**config.mk**
```make
export PLATFORM = sky130hd
export DESIGN_NAME = ram_port_arbiter
export DESIGN_NICKNAME = d
export VERILOG_FILES = /design/src/rtl/ode_ram_pkg.sv /design/src/rtl/rr_pick3.sv /design/src/rtl/ram_port_arbiter.sv
export SDC_FILE = /design/constraint.sdc
export NUM_CORES = 1
export LEC_CHECK = 0
export ABC_AREA = 1
export ABC_CLOCK_PERIOD_IN_PS = 4500
export CORE_AREA = 4 4 172 174
export CTS_CLUSTER_DIAMETER = 120
export CTS_CLUSTER_SIZE = 24
export DETAILED_ROUTE_END_ITERATION = 12
export DIE_AREA = 0 0 176 178
export GPL_ROUTABILITY_DRIVEN = 0
export PLACE_DENSITY = 0.52
export REMOVE_ABC_BUFFERS = 1
export SYNTH_ARGS = -nofsm -noshare
export SYNTH_HDL_FRONTEND = slang
export SYNTH_SLANG_ARGS = --single-unit
```
**constraint.sdc**
```tcl
create_clock -name clk -period 4.5 [get_ports clk]
set_input_delay 0.675 -clock clk [delete_from_list [all_inputs] [get_ports clk]]
set_output_delay 0.675 -clock clk [all_outputs]
set_load 0.1 [all_outputs]
```
**src/rtl/ode_ram_pkg.sv**
```systemverilog
// Shared constants and types for the ODE solver RAM banks and their port arbiters.
package ode_ram_pkg;

  localparam int unsigned DATA_WIDTH = 64;

  // Per-bank geometry: U/T, A, B and X/H banks
  localparam int unsigned UT_ADDRESS_HEIGHT = 918;
  localparam int unsigned UT_ADDRESS_WIDTH  = 10;
  localparam int unsigned A_ADDRESS_HEIGHT  = 2500;
  localparam int unsigned A_ADDRESS_WIDTH   = 12;
  localparam int unsigned B_ADDRESS_HEIGHT  = 2500;
  localparam int unsigned B_ADDRESS_WIDTH   = 12;
  localparam int unsigned XH_ADDRESS_HEIGHT = 69;
  localparam int unsigned XH_ADDRESS_WIDTH  = 7;

  localparam int unsigned NUM_REQ      = 3;
  localparam int unsigned REQ_LOADER   = 0;
  localparam int unsigned REQ_SOLVER   = 1;
  localparam int unsigned REQ_UNLOADER = 2;

  typedef enum logic {
    ARB,
    OWNED
  } arb_state_e;

  // Next requester index in the 0 -> 1 -> 2 -> 0 rotation
  function automatic logic [1:0] rr_next(input logic [1:0] idx);
    return (idx == 2'd2) ? 2'd0 : idx + 2'd1;
  endfunction

endpackage

```
**src/rtl/rr_pick3.sv**
```systemverilog
// Combinational round-robin picker over three requesters, starting the search at ptr.
module rr_pick3 (
  input  logic [2:0] req,
  input  logic [1:0] ptr,
  output logic [2:0] grant,
  output logic [1:0] index
);

  logic [5:0] req_dbl;
  logic [2:0] req_rot;
  logic [1:0] offset;
  logic [2:0] sum;

  always_comb begin
    req_dbl = {req, req};
    req_rot = req_dbl[ptr +: 3];
    grant   = '0;
    index   = '0;
    if (req_rot[0])      offset = 2'd0;
    else if (req_rot[1]) offset = 2'd1;
    else                 offset = 2'd2;
    sum = 3'(ptr) + 3'(offset);
    if (|req) begin
      index = (sum >= 3'd3) ? 2'(sum - 3'd3) : sum[1:0];
      grant = 3'b001 << index;
    end
  end

endmodule

```
**src/rtl/ram_port_arbiter.sv**
```systemverilog
// Round-robin arbiter with bounded burst lock sharing one solver RAM bank port among three requesters.
// Define RAM_ARB_RANGE_CHECK_EN to suppress and flag accesses at or beyond ADDRESS_HEIGHT.
module ram_port_arbiter #(
  parameter int unsigned DATA_WIDTH     = ode_ram_pkg::DATA_WIDTH,
  parameter int unsigned ADDRESS_WIDTH  = ode_ram_pkg::A_ADDRESS_WIDTH,
  parameter int unsigned ADDRESS_HEIGHT = ode_ram_pkg::A_ADDRESS_HEIGHT,
  parameter int unsigned MAX_BURST      = 50
) (
  input  logic                       clk,
  input  logic                       rst,
  input  logic [2:0]                 req,
  input  logic [2:0]                 req_wr,
  input  logic [2:0]                 req_lock,
  input  logic [3*ADDRESS_WIDTH-1:0] req_addr,
  input  logic [3*DATA_WIDTH-1:0]    req_wdata,
  output logic [2:0]                 gnt,
  output logic [2:0]                 rvalid,
  output logic [2:0]                 rerr,
  output logic [DATA_WIDTH-1:0]      rdata,
  output logic [ADDRESS_WIDTH-1:0]   address,
  output logic [DATA_WIDTH-1:0]      data_write,
  output logic                       WR_signal,
  input  logic [DATA_WIDTH-1:0]      data_read
);
  import ode_ram_pkg::*;

  localparam int unsigned BW = $clog2(MAX_BURST + 1);

`ifdef RAM_ARB_RANGE_CHECK_EN
  localparam bit RANGE_CHECK = 1'b1;
`else
  localparam bit RANGE_CHECK = 1'b0;
`endif

  arb_state_e state_q, state_d;
  logic [1:0] owner_q, owner_d;
  logic [1:0] ptr_q, ptr_d;
  logic [BW-1:0] cnt_q, cnt_d;

  logic [2:0] pick_gnt;
  logic [1:0] pick_idx;
  logic [1:0] pick_ptr;
  logic       owned_hit;
  logic [1:0] sel;
  logic       sel_vld;
  logic       oor;

  logic [ADDRESS_WIDTH-1:0] addr_a  [3];
  logic [DATA_WIDTH-1:0]    wdata_a [3];
  logic [ADDRESS_WIDTH-1:0] sel_addr;

  for (genvar i = 0; i < 3; i++) begin : g_unpack
    assign addr_a[i]  = req_addr[i*ADDRESS_WIDTH +: ADDRESS_WIDTH];
    assign wdata_a[i] = req_wdata[i*DATA_WIDTH +: DATA_WIDTH];
  end

  // A released owner hands the search start to its successor in the same cycle
  assign pick_ptr  = (state_q == OWNED) ? rr_next(owner_q) : ptr_q;
  assign owned_hit = (state_q == OWNED) && req[owner_q] && (cnt_q < BW'(MAX_BURST));

  rr_pick3 u_pick (
    .req   (req),
    .ptr   (pick_ptr),
    .grant (pick_gnt),
    .index (pick_idx)
  );

  always_comb begin
    state_d = state_q;
    owner_d = owner_q;
    ptr_d   = ptr_q;
    cnt_d   = cnt_q;
    sel     = pick_idx;
    sel_vld = |req;
    gnt     = '0;

    if (owned_hit) begin
      sel     = owner_q;
      sel_vld = 1'b1;
      cnt_d   = cnt_q + BW'(1);
      if (!req_lock[owner_q] || cnt_d == BW'(MAX_BURST)) begin
        state_d = ARB;
        ptr_d   = rr_next(owner_q);
        cnt_d   = '0;
      end
    end else begin
      if (state_q == OWNED) begin
        state_d = ARB;
        ptr_d   = rr_next(owner_q);
        cnt_d   = '0;
      end
      if (sel_vld) begin
        if (req_lock[pick_idx]) begin
          state_d = OWNED;
          owner_d = pick_idx;
          cnt_d   = BW'(1);
        end else begin
          ptr_d = rr_next(pick_idx);
        end
      end
    end

    if (rst) sel_vld = 1'b0;
    if (sel_vld) gnt = owned_hit ? (3'b001 << owner_q) : pick_gnt;
  end

  // Bank port drive; out-of-range accesses are consumed but never reach the bank
  assign sel_addr   = addr_a[sel];
  assign oor        = RANGE_CHECK && sel_vld && (32'(sel_addr) >= ADDRESS_HEIGHT);
  assign address    = (sel_vld && !oor) ? sel_addr : '0;
  assign data_write = sel_vld ? wdata_a[sel] : '0;
  assign WR_signal  = sel_vld && req_wr[sel] && !oor;
  assign rdata      = data_read;

  always_ff @(posedge clk) begin
    if (rst) begin
      state_q <= ARB;
      owner_q <= '0;
      ptr_q   <= '0;
      cnt_q   <= '0;
      rvalid  <= '0;
      rerr    <= '0;
    end else begin
      state_q <= state_d;
      owner_q <= owner_d;
      ptr_q   <= ptr_d;
      cnt_q   <= cnt_d;
      rvalid  <= gnt & ~req_wr;
      rerr    <= oor ? gnt : 3'b000;
    end
  end

endmodule

```
==> results.cfg, run 1 <==
[synthesis]
synth_top_area_cell = nand3_1
ys_seq_area_frac = 0.0664
synth-xor-area-share = 0.00830
yosys.cell_types.count = 33
synth-simple-area-share = 0.481
syn_area_um2 = 4220
synth_top_family_by_area = simple AND/OR/NAND/NOR gates
synth_compound_area_frac = 0.136
avgSynthCellArea_um2 = 5.60
yosysTopAreaCellShare = 0.203
syn_inst = 754
synth-warning-count = 0
ys_ff_latch = 14
synthMuxAreaShare = 0
ys_top_cells_by_area = nand3_1 20%, nand3b_1 14%, buf_4 12%, a21oi_1 11%, nand2_1 10%
synthAdderAreaFrac = 0.0166

[floorplan]
core_area_um2 = 27800
rows = 61
die_x_um = 176
initial_utilization = 0.152
ios = 453
dieHeight_um = 178
die_area_um2 = 31300

[sta]
final_max_slew_viol_count = 0
rsz0062_at_grt = yes
holdWs_ps = 508
fin_tns_setup_ps = -84.0
max_slew_margin = 0.331
hold_violations = 0
clock_skew_ps = 3.92
finalCriticalPeriod_ps = 4530
fin_crit_sh = 1.01
setup-violations-final = 7
tightest_slew_ps = 1000
fin_ws_ps = -31.3
clock.fmax_mhz = 221

[cts]
cts_sinks = 14
clk_pin_slew_worst_paths_ps = 50
cts_max_level = 1
clock_latency_ps = 250
cts_buffer_depth = 2
numCtsBuffers = 3
cts_hold_buf = 0
cts_tree = built
cts_root_buf = clkbuf_16

[grt]
grt_first_pass_wirelength_um = 43600
grt_max_degree = 78
grt-ovfl-total = 0
antenna_found_initial = 0
track_usage = 0.184
first_global_vias = 6607

[outcome]
violations = negative setup slack
status = complete, but fails checks

[detailed_routing]
wl_met1_um = 12200
met2WireLength_um = 14600
drt_wl_total_um = 32300
via_per_inst = 4.59
first_iter_violations = 297
post_drt_wl_per_cell_um = 22.5
drtAntennaViolNets = 0
top_layer = met5
wl_met3_um = 4420
drc = 0
first_pass_iters = 6
vias = 6608

[final_layout]
antenna_cells = 0
nNetsFinal = 1370
layout-drive-gt1-share = 0.360
fin_util = 0.371
syn2layout_area_growth_pct = 144

[setup_path]
worstSetupPathType = reg2out
startpoint_type = register
rr_startpoint = owner_q[1]
crit_path_end_kind = output port
regToRegSetupSlack_ps = 60
crit_fanout = 5
critPathArrivalTime_ps = 3860
critical_path_required_ps = 3830
ff2ff_path_depth = 35
reg2reg_to = ptr_q[0]

[place]
preCtsSetupSlack_ps = -431
dp_hpwl_um = 20400
io_buffers = 321

[job]
cap_viol_max_count = 0

[min_path]
hold_depth = 2
min_to = cnt_q[4]
holdCritStartpoint = cnt_q[4]
min_path_type = reg2reg
==> cells in the final DEF, fill, tap and decap left out, drive strengths merged <==
master	instances
nor2	19
nor3	4
fa	1
nand3b	77
nand3	171
a211oi	1
o21ai	11
ha	4
conb	3
buf	179
xor2	3
nand4	3
inv	101
dfxtp	14
a21oi	94
clkdlybuf4s50	238
clkbuf	13
nand2	120
o211a	1
o211ai	1
or2	1
clkdlybuf4s15	1
xnor2	1
==> worst max path at each step <==
| stage | start | to | slack [ps] | depth (start not counted) |
|---|---|---|---|---|
| finish | owner_q[1] | data_write[58] | -30 | 23 |
| global route | owner_q[1] | data_write[62] | -220 | 25 |
| CTS | owner_q[0] | data_write[44] | -120 | 25 |
| detailed placement | req[1] | data_write[50] | -430 | 18 |
| global placement | req[0] | data_write[50] | -420 | 17 |
| floorplan | state_q | WR_signal | -1750 | 17 |
==> routing by layer <==
layer / global-route usage / vias up
li1: - / 3034
met1: 0.210 / 3089
met2: 0.297 / 420
met3: 0.108 / 59
met4: 0.0286 / 6
met5: 0.0609 / -
==> cells in the mapped netlist, drive strengths merged <==
master and n:
xor2 3, dfxtp 14, buf 105, o211ai 1, nor3 4, a21oi 94
o211a 1, inv 100, nand4 3, a211oi 1, nand3b 77, conb 1
clkbuf 21, xnor2 1, ha 4, nand3 171, fa 1, clkinv 1
nand2 120, or2 1, o21ai 11, nor2 19
==> through the flow <==
step	instances	area, um^2
floorplan	630	3380
global placement	1365	8250
detailed placement	1365	8250
CTS	1437	9790
global route	1439	10300
finish	1439	10300
==> layout make-up <==
class / count / area (um^2)
well taps: 378 / 473
inverters: 101 / 379
fillers: 2855 / 17500
repair buffers: 427 / 5410
clock buffers: 4 / 88.8
multi-input cells: 515 / 3670
flip-flops and latches: 14 / 292
==> flip-flops by register name, indices dropped and copies added (netlist names) <==
name     count
cnt_q        6
ptr_q        2
state_q      1
owner_q      2
rvalid       3
==> repair_timing <==
item,CTS,global route
gates resized for setup,165,98
setup endpoints to repair,79,80
cloned,15,8
pin swaps,49,70
setup buffers,53,4
==> logic make-up after synthesis <==
| logic type | Yosys count |
|---|---|
| buffers and inverters | 227 |
| adder cells (fa/ha/maj) | 5 |
| AO/OA/AOI/OAI | 108 |
| other | 1 |
| flip-flops | 14 |
| XOR/XNOR | 4 |
| AND/OR/NAND/NOR | 395 |
==> worst max-delay path: stages, from the launching register on <==
cell and delay, ps:
dfxtp_4 360, nor2_4 120, nand2_2 70, o21ai_4 90
inv_2 90, o21ai_2 150, a21oi_2 50, a21oi_2 140
nor2_2 60, ha_2 180, fa_2 500, ha_4 190
nor2_4 100, nand2_2 80, o21ai_2 150, nand2_2 100
o21ai_4 140, buf_6 120, buf_6 120, buf_12 120
clkbuf_16 160, nand3_2 90, a21oi_2 220, buf_12 200
Power of run 1 is not shown: default switching activity piles up to over one toggle a cycle in this logic, so the estimate is an artifact.
==> run 2, diff against run 1 <==
--- a/config.mk
+++ b/config.mk
@@ -15,6 +15,7 @@
 export GPL_ROUTABILITY_DRIVEN = 0
 export PLACE_DENSITY = 0.52
 export REMOVE_ABC_BUFFERS = 1
+export SKIP_LAST_GASP = 1
 export SYNTH_ARGS = -nofsm -noshare
 export SYNTH_HDL_FRONTEND = slang
 export SYNTH_SLANG_ARGS = --single-unit
==> results.cfg, run 2 (synthesis results as in run 1) <==
[outcome]
status = complete, but fails checks
violations = negative setup slack

[min_path]
min_to = cnt_q[4]
hold_depth = 2
holdCritStartpoint = cnt_q[4]
min_path_type = reg2reg

[setup_path]
crit_path_end_kind = register
crit_fanout = 4
max_stage_delay_ps = 360
ff2ff_path_depth = 35
regToRegSetupSlack_ps = -40
cpLargestDelayFamily = buffers and inverters
reg2reg_to = ptr_q[0]
critical_path_required_ps = 4690
worst-path-buf-inv = 29
cp_slowest_cell = dfxtp_4
path_common_cell = buf_4
critPathArrivalTime_ps = 4730
startpoint_type = register
rr_startpoint = owner_q[1]
worstSetupPathType = reg2reg

[sta]
finalCriticalPeriod_ps = 4540
final_max_slew_viol_count = 0
fin_ws_ps = -42.1
clock_skew_ps = 3.26
clock.fmax_mhz = 220
max_slew_margin = 0.329
rsz0062_at_grt = yes
fin_crit_sh = 1.01
setup-violations-final = 32
tightest_slew_ps = 1000
hold_violations = 0

[cts]
cts_sinks = 14
cts_buffer_depth = 2
cts_tree = built
clk_pin_slew_worst_paths_ps = 50
clock_latency_ps = 250
cts_hold_buf = 0
cts_max_level = 1
cts_root_buf = clkbuf_16
numCtsBuffers = 3

[floorplan]
rows = 61
die_x_um = 176
ios = 453
die_area_um2 = 31300
dieHeight_um = 178
core_area_um2 = 27800
initial_utilization = 0.152

[place]
io_buffers = 321
dp_hpwl_um = 20400
preCtsSetupSlack_ps = -431
placed_area_um2 = 8250

[final_layout]
layout_commonest_cell = clkdlybuf4s50_1
syn2layout_area_growth_pct = 138
mostFrequentLayoutCells = 238 x clkdlybuf4s50_1, 124 x nand3_1, 106 x nand2_1
largestRegisters = cnt_q x6, rvalid x3
nNetsFinal = 1368
antenna_cells = 0
fin_area_um2 = 10000
layout-drive-gt1-share = 0.336
top_register = cnt_q
fillerInstances = 2882
largest_reg_flops = 6

[job]
cap_viol_max_count = 0

[grt]
grt_first_pass_wirelength_um = 43300
track_usage = 0.182
grt_max_degree = 78
grt-ovfl-total = 0
antenna_found_initial = 0
first_global_vias = 6564

[detailed_routing]
first_iter_violations = 271
vias = 6527
drc = 0
via_per_inst = 4.54
drtAntennaViolNets = 0
post_drt_wl_per_cell_um = 21.8
drt_wl_total_um = 31300
first_pass_iters = 5
## run 2: how the worst max path moves through the flow
stage	end	slack [ps]	cells after the start	startpoint
finish	ptr_q[0]	-40	35	owner_q[1]
global route	address[0]	-260	26	owner_q[1]
CTS	data_write[44]	-120	25	owner_q[0]
detailed placement	data_write[50]	-430	18	req[1]
global placement	data_write[50]	-420	17	req[0]
floorplan	WR_signal	-1750	17	state_q
## run 2: routing by layer
| metal | GRT usage | routed length (um) |
|---|---|---|
| met2 | 0.296 | 14400 |
| met4 | 0.0237 | 495 |
| met1 | 0.208 | 11900 |
| met3 | 0.109 | 4310 |
| met5 | 0.0609 | 272 |
## run 2: stage by stage
step	util	hold slack, ps	instances	TNS, ps
after detailed placement	0.297	505	1365	-26580
after global routing	0.361	545	1437	-15400
after global placement	0.297	494	1365	-23920
final	0.361	508	1437	-676
after floorplan	-	470	630	-136400
after CTS	0.348	512	1437	-4590
## run 2: layout make-up
type	instances	area, um^2	share of cell area
well taps	378	473	0.0471
flip-flops and latches	14	292	0.0291
inverters	101	379	0.0378
multi-input cells	515	3450	0.344
repair buffers	425	5350	0.533
clock buffers	4	88.8	0.00886
## run 2: repair_timing
| item | 4_1_cts | 5_1_grt |
|---|---|---|
| cloned | 15 | 4 |
| gates resized for setup | 135 | 84 |
| endpoints found under the setup margin | 79 | 80 |
| pin swaps | 45 | 77 |
| setup buffers | 53 | 4 |
## run 2: worst register-to-register path, delay by kind of cell (launching register included)
family                 cells  cell delay (ps)
AND/OR/NAND/NOR            4              340
flip-flops                 1              360
AO/OA/AOI/OAI              2              230
buffers and inverters     29             3580
Power of run 2 is left out for the same reason.
==> run 3, diff against run 2 <==
--- a/config.mk
+++ b/config.mk
@@ -13,6 +13,7 @@
 export DETAILED_ROUTE_END_ITERATION = 12
 export DIE_AREA = 0 0 176 178
 export GPL_ROUTABILITY_DRIVEN = 0
+export HOLD_SLACK_MARGIN = 0.05
 export PLACE_DENSITY = 0.52
 export REMOVE_ABC_BUFFERS = 1
 export SKIP_LAST_GASP = 1
==> results of run 3 <==
No change in the layout: final DEF, timing and power equal those of run 2.
Power of run 3 is left out for the same reason.
